$ cat config.mk
export PLATFORM = sky130hd
export DESIGN_NAME = store_drain_buffer
export DESIGN_NICKNAME = d
export VERILOG_FILES = /design/src/rtl/lsu_pkg.sv /design/src/rtl/store_align.sv /design/src/rtl/store_drain_buffer.sv
export SDC_FILE = /design/constraint.sdc
export NUM_CORES = 1
export LEC_CHECK = 0
export CORE_MARGIN = 5
export CORE_UTILIZATION = 48
export DETAILED_ROUTE_END_ITERATION = 6
export PLACE_DENSITY = 0.75
export SLEW_MARGIN = 20
export SYNTH_ARGS = -nofsm -noshare
export SYNTH_HDL_FRONTEND = slang
export SYNTH_SLANG_ARGS = --single-unit
$ cat constraint.sdc
create_clock -name clk -period 8.83 [get_ports clk]
set_clock_uncertainty 0.2 [all_clocks]
set_input_delay 1.766 -clock clk [delete_from_list [all_inputs] [get_ports clk]]
set_output_delay 1.766 -clock clk [all_outputs]
set_load 0.01 [all_outputs]
$ cat src/rtl/lsu_pkg.sv
// Shared types and constants for the LSU post-commit store path.
package lsu_pkg;

   // Store funct3 encodings
   localparam logic [2:0] F3_SB = 3'b000;
   localparam logic [2:0] F3_SH = 3'b001;
   localparam logic [2:0] F3_SW = 3'b010;

   // Widest byte address the entry format can hold; word address drops [1:0]
   localparam int LSU_ADDR_W = 32;
   localparam int LSU_WA_W   = LSU_ADDR_W - 2;

   // One buffered store, already lane-aligned; wen is active-low per bit
   typedef struct packed {
      logic [LSU_WA_W-1:0] word_addr;
      logic [31:0]         data;
      logic [31:0]         wen;
   } sdb_entry_t;

   typedef enum logic [1:0] {
      SDB_IDLE  = 2'd0,
      SDB_LAZY  = 2'd1,
      SDB_FORCE = 2'd2
   } sdb_state_t;

endpackage

$ cat src/rtl/store_align.sv
// Combinational store lane alignment: builds the active-low bit write mask
// and the lane-shifted data for SB/SH/SW. Unknown funct3 gives an all-ones
// mask so the entry drains as a harmless no-op write.
module store_align
   import lsu_pkg::*;
(
   input  logic [1:0]  addr_lo,
   input  logic [2:0]  f3,
   input  logic [31:0] data,
   output logic [31:0] wen,
   output logic [31:0] aligned
);

   // Select lane from the low address bits; SH ignores addr_lo[0]
   always_comb begin
      wen     = '1;
      aligned = '0;
      case (f3)
         F3_SB: begin
            wen     = ~(32'h0000_00FF << {addr_lo, 3'b000});
            aligned = {24'h0, data[7:0]} << {addr_lo, 3'b000};
         end
         F3_SH: begin
            wen     = ~(32'h0000_FFFF << {addr_lo[1], 4'b0000});
            aligned = {16'h0, data[15:0]} << {addr_lo[1], 4'b0000};
         end
         F3_SW: begin
            wen     = '0;
            aligned = data;
         end
         default: begin
            wen     = '1;
            aligned = '0;
         end
      endcase
   end

endmodule

$ cat src/rtl/store_drain_buffer.sv
// Post-commit store buffer. Committed stores are queued in order and drained
// into the shared DM write port. Draining normally waits for load-free cycles
// (LAZY); it switches to draining every cycle (FORCE) when the buffer is full,
// a fence is pending, or a load hits a buffered word.
module store_drain_buffer
   import lsu_pkg::*;
#(
   parameter int DEPTH  = 4,
   parameter int ADDR_W = 32
) (
   input  logic              clk,
   input  logic              rst,
   input  logic              st_i_valid,
   input  logic [ADDR_W-1:0] st_i_addr,
   input  logic [31:0]       st_i_data,
   input  logic [2:0]        st_i_f3,
   output logic              st_o_ready,
   input  logic              ld_req_valid,
   input  logic [ADDR_W-1:0] ld_req_addr,
   output logic              ld_grant,
   output logic              ld_conflict,
   input  logic              fence_req,
   output logic              fence_done,
   output logic              DM_w_req,
   output logic [ADDR_W-1:0] DM_w_addr,
   output logic [31:0]       DM_w_en,
   output logic [31:0]       DM_w_data
);

   localparam int PTR_W = $clog2(DEPTH);
   localparam int CNT_W = PTR_W + 1;
   localparam logic [CNT_W-1:0] CNT_FULL = CNT_W'(DEPTH);
   localparam logic [CNT_W-1:0] CNT_HALF = CNT_W'(DEPTH / 2);

   sdb_entry_t          ents [DEPTH];
   logic [PTR_W-1:0]    head;
   logic [PTR_W-1:0]    tail;
   logic [CNT_W-1:0]    count;
   logic [CNT_W-1:0]    count_next;
   sdb_state_t          state;
   sdb_state_t          state_next;
   logic                enq;
   logic                drain_now;
   logic                hit;
   logic [LSU_WA_W-1:0] st_wa;
   logic [LSU_WA_W-1:0] ld_wa;
   logic [31:0]         al_wen;
   logic [31:0]         al_data;
   logic                unused_ld_lo;

   store_align u_align (
      .addr_lo (st_i_addr[1:0]),
      .f3      (st_i_f3),
      .data    (st_i_data),
      .wen     (al_wen),
      .aligned (al_data)
   );

   assign st_wa        = LSU_WA_W'(st_i_addr[ADDR_W-1:2]);
   assign ld_wa        = LSU_WA_W'(ld_req_addr[ADDR_W-1:2]);
   assign unused_ld_lo = ^ld_req_addr[1:0];

   // No bypass when full: a same-cycle dequeue does not free a slot early
   assign st_o_ready = (count != CNT_FULL);
   assign enq        = st_i_valid && st_o_ready;
   assign drain_now  = (count != '0) && ((state == SDB_FORCE) || !ld_req_valid);
   assign count_next = count + CNT_W'(enq) - CNT_W'(drain_now);

   // Word-granular match of the load against every occupied slot, head included
   always_comb begin
      hit = 1'b0;
      for (int i = 0; i < DEPTH; i++) begin
         if ((CNT_W'(i) < count) && (ents[head + PTR_W'(i)].word_addr == ld_wa)) begin
            hit = 1'b1;
         end
      end
   end

   assign ld_conflict = ld_req_valid && hit;
   // Gated by reset so the port is never granted while the buffer is held in reset
   assign ld_grant    = rst && ld_req_valid && !drain_now && !ld_conflict;
   assign fence_done  = fence_req && (count == '0);

   // DM write port: idle values whenever no drain is issued
   always_comb begin
      DM_w_req  = drain_now;
      DM_w_addr = '0;
      DM_w_en   = '1;
      DM_w_data = '0;
      if (drain_now) begin
         DM_w_addr = {ents[head].word_addr[ADDR_W-3:0], 2'b00};
         DM_w_en   = ents[head].wen;
         DM_w_data = ents[head].data;
      end
   end

   // Drain policy state machine
   always_comb begin
      state_next = state;
      case (state)
         SDB_IDLE: begin
            if (enq) state_next = SDB_LAZY;
         end
         SDB_LAZY: begin
            if (count_next == '0)
               state_next = SDB_IDLE;
            else if ((count == CNT_FULL) || fence_req || ld_conflict)
               state_next = SDB_FORCE;
         end
         SDB_FORCE: begin
            if (count_next == '0)
               state_next = SDB_IDLE;
            else if ((count_next <= CNT_HALF) && !fence_req && !ld_conflict)
               state_next = SDB_LAZY;
         end
         default: state_next = SDB_IDLE;
      endcase
   end

   // Control registers: pointers, occupancy and drain state
   always_ff @(posedge clk or negedge rst) begin
      if (!rst) begin
         head  <= '0;
         tail  <= '0;
         count <= '0;
         state <= SDB_IDLE;
      end else begin
         if (enq)       tail <= tail + PTR_W'(1);
         if (drain_now) head <= head + PTR_W'(1);
         count <= count_next;
         state <= state_next;
      end
   end

   // Entry payload storage; occupancy is tracked by count, so no reset needed
   always_ff @(posedge clk) begin
      if (enq) begin
         ents[tail].word_addr <= st_wa;
         ents[tail].data      <= al_data;
         ents[tail].wen       <= al_wen;
      end
   end

endmodule

==> flow_metrics.env, run 1 <==
export IMPL_status="completed"
export IMPL_grt_pass1_wl_um=58700
export IMPL_cts_tree="built"
export IMPL_cts_path_max_buffers=3
export IMPL_arrival_ns=5.07
export IMPL_clkTransAtPathRegs_ns=0.06
export IMPL_post_cts_buffers=0
export IMPL_endpoint_kind="output pin"
export IMPL_rr_endpoint="state[1]"
export IMPL_cp_slowest_cell="clkdlybuf4s50_1"
export IMPL_path_cells="clkdlybuf4s50_1, inv_1, a22o_1, or4_1, a2111oi_0, nand4b_1, o21ai_2, o31ai_2, inv_1, clkdlybuf4s50_1"
export IMPL_place_ws_ns=1.78
export IMPL_grt_ovfl_total=0
export IMPL_min_period_ns=7.04
export IMPL_regArea_um2=8160
export IMPL_timing_reg2reg_setup_slack_ns=4.51
export IMPL_drc=0
export IMPL_hold_depth=1
export IMPL_final_nets=1275
export IMPL_wl_per_cell_um=24.7
export IMPL_synth_main_ff_cell="edfxtp_1"
export IMPL_clock_sinks=273
export IMPL_async_flop_share_pct=3.30
export IMPL_cts_hold_buf=0
export IMPL_syn_inst=1013
export IMPL_drv_slew=0
export IMPL_reg2reg_depth=10
export IMPL_ys_seq_area_share_pct=54.7
export IMPL_track_usage_pct=22.3
export IMPL_worst_pin_slew_ns=1.02
export IMPL_drt_total_wl_um=39000
export IMPL_holdPathEnd="tail[0]"
export IMPL_power_leakage_uw=0.00615
export IMPL_die_x_um=186
export IMPL_powerDensity_nw_per_um2=333
export IMPL_synth_seq_cells=273
export IMPL_vias_per_cell=5.94
export IMPL_setup_tns_ns=0
export IMPL_cts_max_level=1
export IMPL_peakVddDrop_uv=165
export IMPL_insertion_delay_ns=0.54
export IMPL_drt_iter0_drc=904
export IMPL_clock_root_buffer="clkbuf_16"
export IMPL_hold_viol=0
export IMPL_antenna_found_initial=3
export IMPL_postRouteAntennaNets=0
export IMPL_synth_warnings=0
export IMPL_holdCritStartpoint="tail[0]"
export IMPL_hold_class="reg2reg"
export IMPL_fin_hold_ws_ns=0.363
export IMPL_fin_crit_sh_pct=79.7
export IMPL_layout_common_cells="264 x edfxtp_1, 200 x clkdlybuf4s50_1, 95 x mux2i_1"
export IMPL_start_util_pct=48.7
export IMPL_p_total_uw=5930
export IMPL_synthesis_area_um2=14900
export IMPL_final_common_cell="edfxtp_1"
export IMPL_cts_resized=0
export IMPL_pin_count=205
export IMPL_layout_setup_ws_ns=1.79
export IMPL_slowest_delay_ns=0.67
export IMPL_layout_drive_gt1_share_pct=14.2
export IMPL_cap_violations=0
export IMPL_clock_fmax_ghz=0.142
export IMPL_cts_buffers=28
export IMPL_nFillCells=2424
export IMPL_gp_congestion=0.969
export IMPL_required_ns=6.86
export IMPL_dieArea_um2=34700
export IMPL_ys_types=66
export IMPL_core_area_um2=30600
export IMPL_multi_input_area_um2=6060
export IMPL_avgSynthCellArea_um2=14.7
export IMPL_r2r_start="head[1]"
export IMPL_critical_path_max_fanout=6
export IMPL_rsz0062_at_grt="no"
export IMPL_start_kind="input port"
export IMPL_dr_pass1_iters=5
export IMPL_crit_type="in2out"
export IMPL_port_buffers=200
export IMPL_relSlewSlack_pct=32.0
export IMPL_grt_max_degree=52
export IMPL_synth_edf_count=264
export IMPL_chipHeight_um=186
export IMPL_area_delta_synth_final_pct=19.4
export IMPL_setup_viol=0
export IMPL_grt_pass1_vias=9618
export IMPL_rows=64
export IMPL_place_hpwl_um=28000
export IMPL_vias=9380
## worst max path at each step
stage / cells past startpoint / end / slack, ns / start
2_1_floorplan: 8 / ld_conflict / 3.26 / ld_req_addr[22]
3_3_place_gp: 10 / ld_conflict / 1.77 / ld_req_addr[7]
3_5_place_dp: 10 / ld_conflict / 1.78 / ld_req_addr[3]
4_1_cts: 10 / ld_conflict / 1.77 / ld_req_addr[3]
5_1_grt: 10 / ld_conflict / 1.63 / head[1]
6_report: 10 / ld_conflict / 1.79 / ld_req_addr[7]
## layer usage
layer  share of wire [%]  global-route usage, %  routed length (µm)
met4                 3.3                   7.11                1300
met2                  50                   38.0               19400
met3                 6.8                   4.01                2650
met5                0.11                      0                  41
met1                  40                   29.4               15600
## registers in the layout, indices dropped and copies added (netlist names)
register,count
ents,264
count,3
head,2
state,2
tail,2
## worst max-delay path: cells and delay by family
family,cells,cell delay [ns]
and+or+nand+nor,2,0.71
buffers and inverters,4,1.49
AOI/OAI and AO/OA,4,1.11
## final cells by class
type	instances	area share [%]
clock inverters	15	0.563
clock buffers	34	4.19
flip-flops and latches	273	45.9
inverters	31	0.654
repair buffers	213	11.9
diodes	1	0.0141
well taps	396	2.79
multi-input cells	615	34.0
## cell usage after synthesis, types with 3 or more instances
library cell	instances	area share, %
mux2i_1	95	6.4
nor2b_1	5	0.21
and3_1	10	0.42
inv_1	29	0.73
o22ai_1	10	0.42
ha_1	8	0.67
mux4_2	81	12
a222oi_1	12	0.81
clkbuf_1	26	0.65
nor3_1	4	0.13
nand4_1	14	0.59
a221oi_1	3	0.18
a2111oi_0	3	0.18
o2bb2ai_1	4	0.24
buf_1	10	0.25
mux2_2	16	1.2
buf_4	37	1.9
a32oi_1	3	0.18
a211oi_1	3	0.15
dfrtp_1	9	1.5
and2_1	60	2.5
nor4_1	12	0.50
nand3_1	8	0.27
xnor2_1	80	4.7
nand2b_1	7	0.29
xor2_1	22	1.3
nand2_1	28	0.71
buf_6	9	0.68
buf_2	11	0.37
edfxtp_1	264	53
a22oi_1	8	0.40
o2111ai_1	6	0.35
nand3b_1	3	0.15
or4_1	4	0.20
a22o_1	18	1.1
a21oi_1	11	0.37
o21ai_0	14	0.47
nor2_1	31	0.78
## logic make-up (layout without fill, tap and decap cells)
family	after synthesis	in the layout	share of synthesized area, %
other	1	3	0.0252
multiplexers	198	198	20.5
buffers and inverters	126	293	4.87
XOR/XNOR	102	102	6.00
flip-flops	273	273	54.7
AND/OR/NAND/NOR	194	194	7.37
AO/OA/AOI/OAI	110	110	5.69
adder cells (fa/ha/maj)	9	9	0.806
## report_power, final
part / internal [µW] / switching (µW) / total [µW]
clock: 624 / 473 / 1100
sequential: 1720 / 203 / 1930
combinational: 1440 / 1470 / 2910
## through the flow
step / utilization, % / cells / instance area [µm²]
floorplan: - / 1014 / 14900
global placement: 55.4 / 1528 / 16900
detailed placement: 55.4 / 1528 / 16900
CTS: 58.1 / 1577 / 17800
global route: 58.1 / 1577 / 17800
finish: 58.1 / 1578 / 17800
No activity file was read; power rests on OpenSTA's default activity.
==> run 2: changes to the inputs <==
==> constraint.sdc (replaced) <==
create_clock -name clk -period 6.83 [get_ports clk]
set_clock_uncertainty 0.2 [all_clocks]
set_input_delay 1.366 -clock clk [delete_from_list [all_inputs] [get_ports clk]]
set_output_delay 1.366 -clock clk [all_outputs]
set_load 0.01 [all_outputs]
==> run 2 against run 1 <==
Utilization increased by 1.3 points. Combinational power increased by 34%. Register-to-register slack got worse by 1.8 ns. Routed wire length increased by 4.2%. Critical path depth unchanged. Via count increased by 2.1%. Die area unchanged. Critical endpoint unchanged. Largest cell class unchanged. Largest power group unchanged.
==> flow_metrics.env, run 2 (synthesis gave the netlist of run 1 again) <==
export IMPL_status="completed"
export IMPL_powerDensity_nw_per_um2=446
export IMPL_drt_iter0_drc=925
export IMPL_clock_root_buffer="clkbuf_16"
export IMPL_cts_tree="built"
export IMPL_start_util_pct=48.7
export IMPL_grt_pass1_vias=9917
export IMPL_cts_path_max_buffers=3
export IMPL_place_ws_ns=0.723
export IMPL_layout_common_cells="264 x edfxtp_1, 200 x clkdlybuf4s50_1, 95 x mux2i_1"
export IMPL_grt_ovfl_total=0
export IMPL_worst_pin_slew_ns=0.986
export IMPL_slowest_delay_ns=0.76
export IMPL_postRouteAntennaNets=0
export IMPL_cp_num_buf_inv=4
export IMPL_cts_buffers=30
export IMPL_required_ns=5.26
export IMPL_power_leakage_uw=0.00635
export IMPL_rsz0062_at_grt="no"
export IMPL_reg2reg_depth=10
export IMPL_final_common_cell="edfxtp_1"
export IMPL_pin_count=205
export IMPL_clock_fmax_ghz=0.158
export IMPL_cts_max_level=1
export IMPL_die_x_um=186
export IMPL_layout_setup_ws_ns=0.514
export IMPL_min_period_ns=6.32
export IMPL_cts_hold_buf=0
export IMPL_hold_depth=1
export IMPL_wl_per_cell_um=25.5
export IMPL_vias_per_cell=5.99
export IMPL_fin_crit_sh_pct=92.5
export IMPL_core_area_um2=30600
export IMPL_chipHeight_um=186
export IMPL_regArea_um2=8160
export IMPL_regMostFlops="ents"
export IMPL_rows=64
export IMPL_final_nets=1292
export IMPL_drc=0
export IMPL_hold_class="reg2reg"
export IMPL_path_cells="clkinv_1, buf_4, mux2i_1, xnor2_1, nand4_1, or4_1, o21ai_2, o31ai_2, inv_1, clkdlybuf4s50_1"
export IMPL_nFillCells=2364
export IMPL_clock_sinks=273
export IMPL_fin_hold_ws_ns=0.372
export IMPL_endpoint_kind="output pin"
export IMPL_relSlewSlack_pct=34.3
export IMPL_arrival_ns=4.75
export IMPL_port_buffers=200
export IMPL_layout_drive_gt1_share_pct=15.9
export IMPL_drt_total_wl_um=40700
export IMPL_hold_viol=0
export IMPL_placed_cells=1543
export IMPL_cap_violations=0
export IMPL_peakVddDrop_uv=230
export IMPL_vias=9574
export IMPL_antennaDiodeCount=0
export IMPL_dieArea_um2=34700
export IMPL_cp_slowest_cell="dfrtp_4"
export IMPL_cp_depth=10
export IMPL_setup_tns_ns=0
export IMPL_critical_path_max_fanout=30
export IMPL_grt_max_degree=53
export IMPL_multi_input_area_um2=6060
export IMPL_p_total_uw=8110
export IMPL_biggestRegsByFlops="ents: 264 flops, count: 3 flops"
export IMPL_cts_resized=0
export IMPL_gp_congestion=0.933
export IMPL_insertion_delay_ns=0.57
export IMPL_crit_family="buffers and inverters"
export IMPL_clkTransAtPathRegs_ns=0.06
export IMPL_setup_viol=0
export IMPL_place_hpwl_um=29200
export IMPL_grt_pass1_wl_um=60400
export IMPL_track_usage_pct=23.1
export IMPL_largest_register_ffs=264
export IMPL_drv_slew=0
export IMPL_post_cts_buffers=0
export IMPL_area_delta_synth_final_pct=22.0
export IMPL_start_kind="register"
export IMPL_dr_pass1_iters=5
export IMPL_final_cells=1597
export IMPL_antenna_found_initial=3
export IMPL_crit_type="reg2out"
run 2: through the flow:
step	area (µm²)	utilization (%)
6_report	18200	59.4
2_1_floorplan	14900	-
3_3_place_gp	17100	55.8
5_1_grt	18200	59.4
3_5_place_dp	17100	55.8
4_1_cts	18200	59.4
run 2: final cells by class:
cell class	instances	area share, %
clock buffer	40	4.86
multi-input combinational	615	33.3
sequential	273	44.9
timing repair buffer	228	12.3
tap	396	2.73
clock inverter	14	1.23
inverter	31	0.640
run 2: final timing paths:
kind / to / slack, ns / start
setup / recovery: ld_conflict / 0.51 / head[1]
hold / removal: tail[0] / 0.37 / tail[0]
setup reg to reg: state[1] / 2.76 / head[1]
hold reg to reg: tail[0] / 0.37 / tail[0]
max in group asynchronous: head[0] / 5.07 / rst
min in group asynchronous: tail[1] / 0.95 / rst
run 2: where the power goes:
part | leakage, µW | switching [µW] | internal, µW
Clock | 0.000535 | 657 | 1100
Combinational | 0.00326 | 2010 | 1900
Sequential | 0.00256 | 219 | 2230
Total | 0.00635 | 2890 | 5230
run 2: per-layer routing:
| layer | global-route usage (%) | vias up | routed length [µm] |
|---|---|---|---|
| li1 | - | 4256 | - |
| met1 | 29.6 | 4845 | 15700 |
| met2 | 39.4 | 386 | 20400 |
| met3 | 5.00 | 81 | 3010 |
| met4 | 7.93 | 6 | 1510 |
| met5 | 0 | - | 43 |
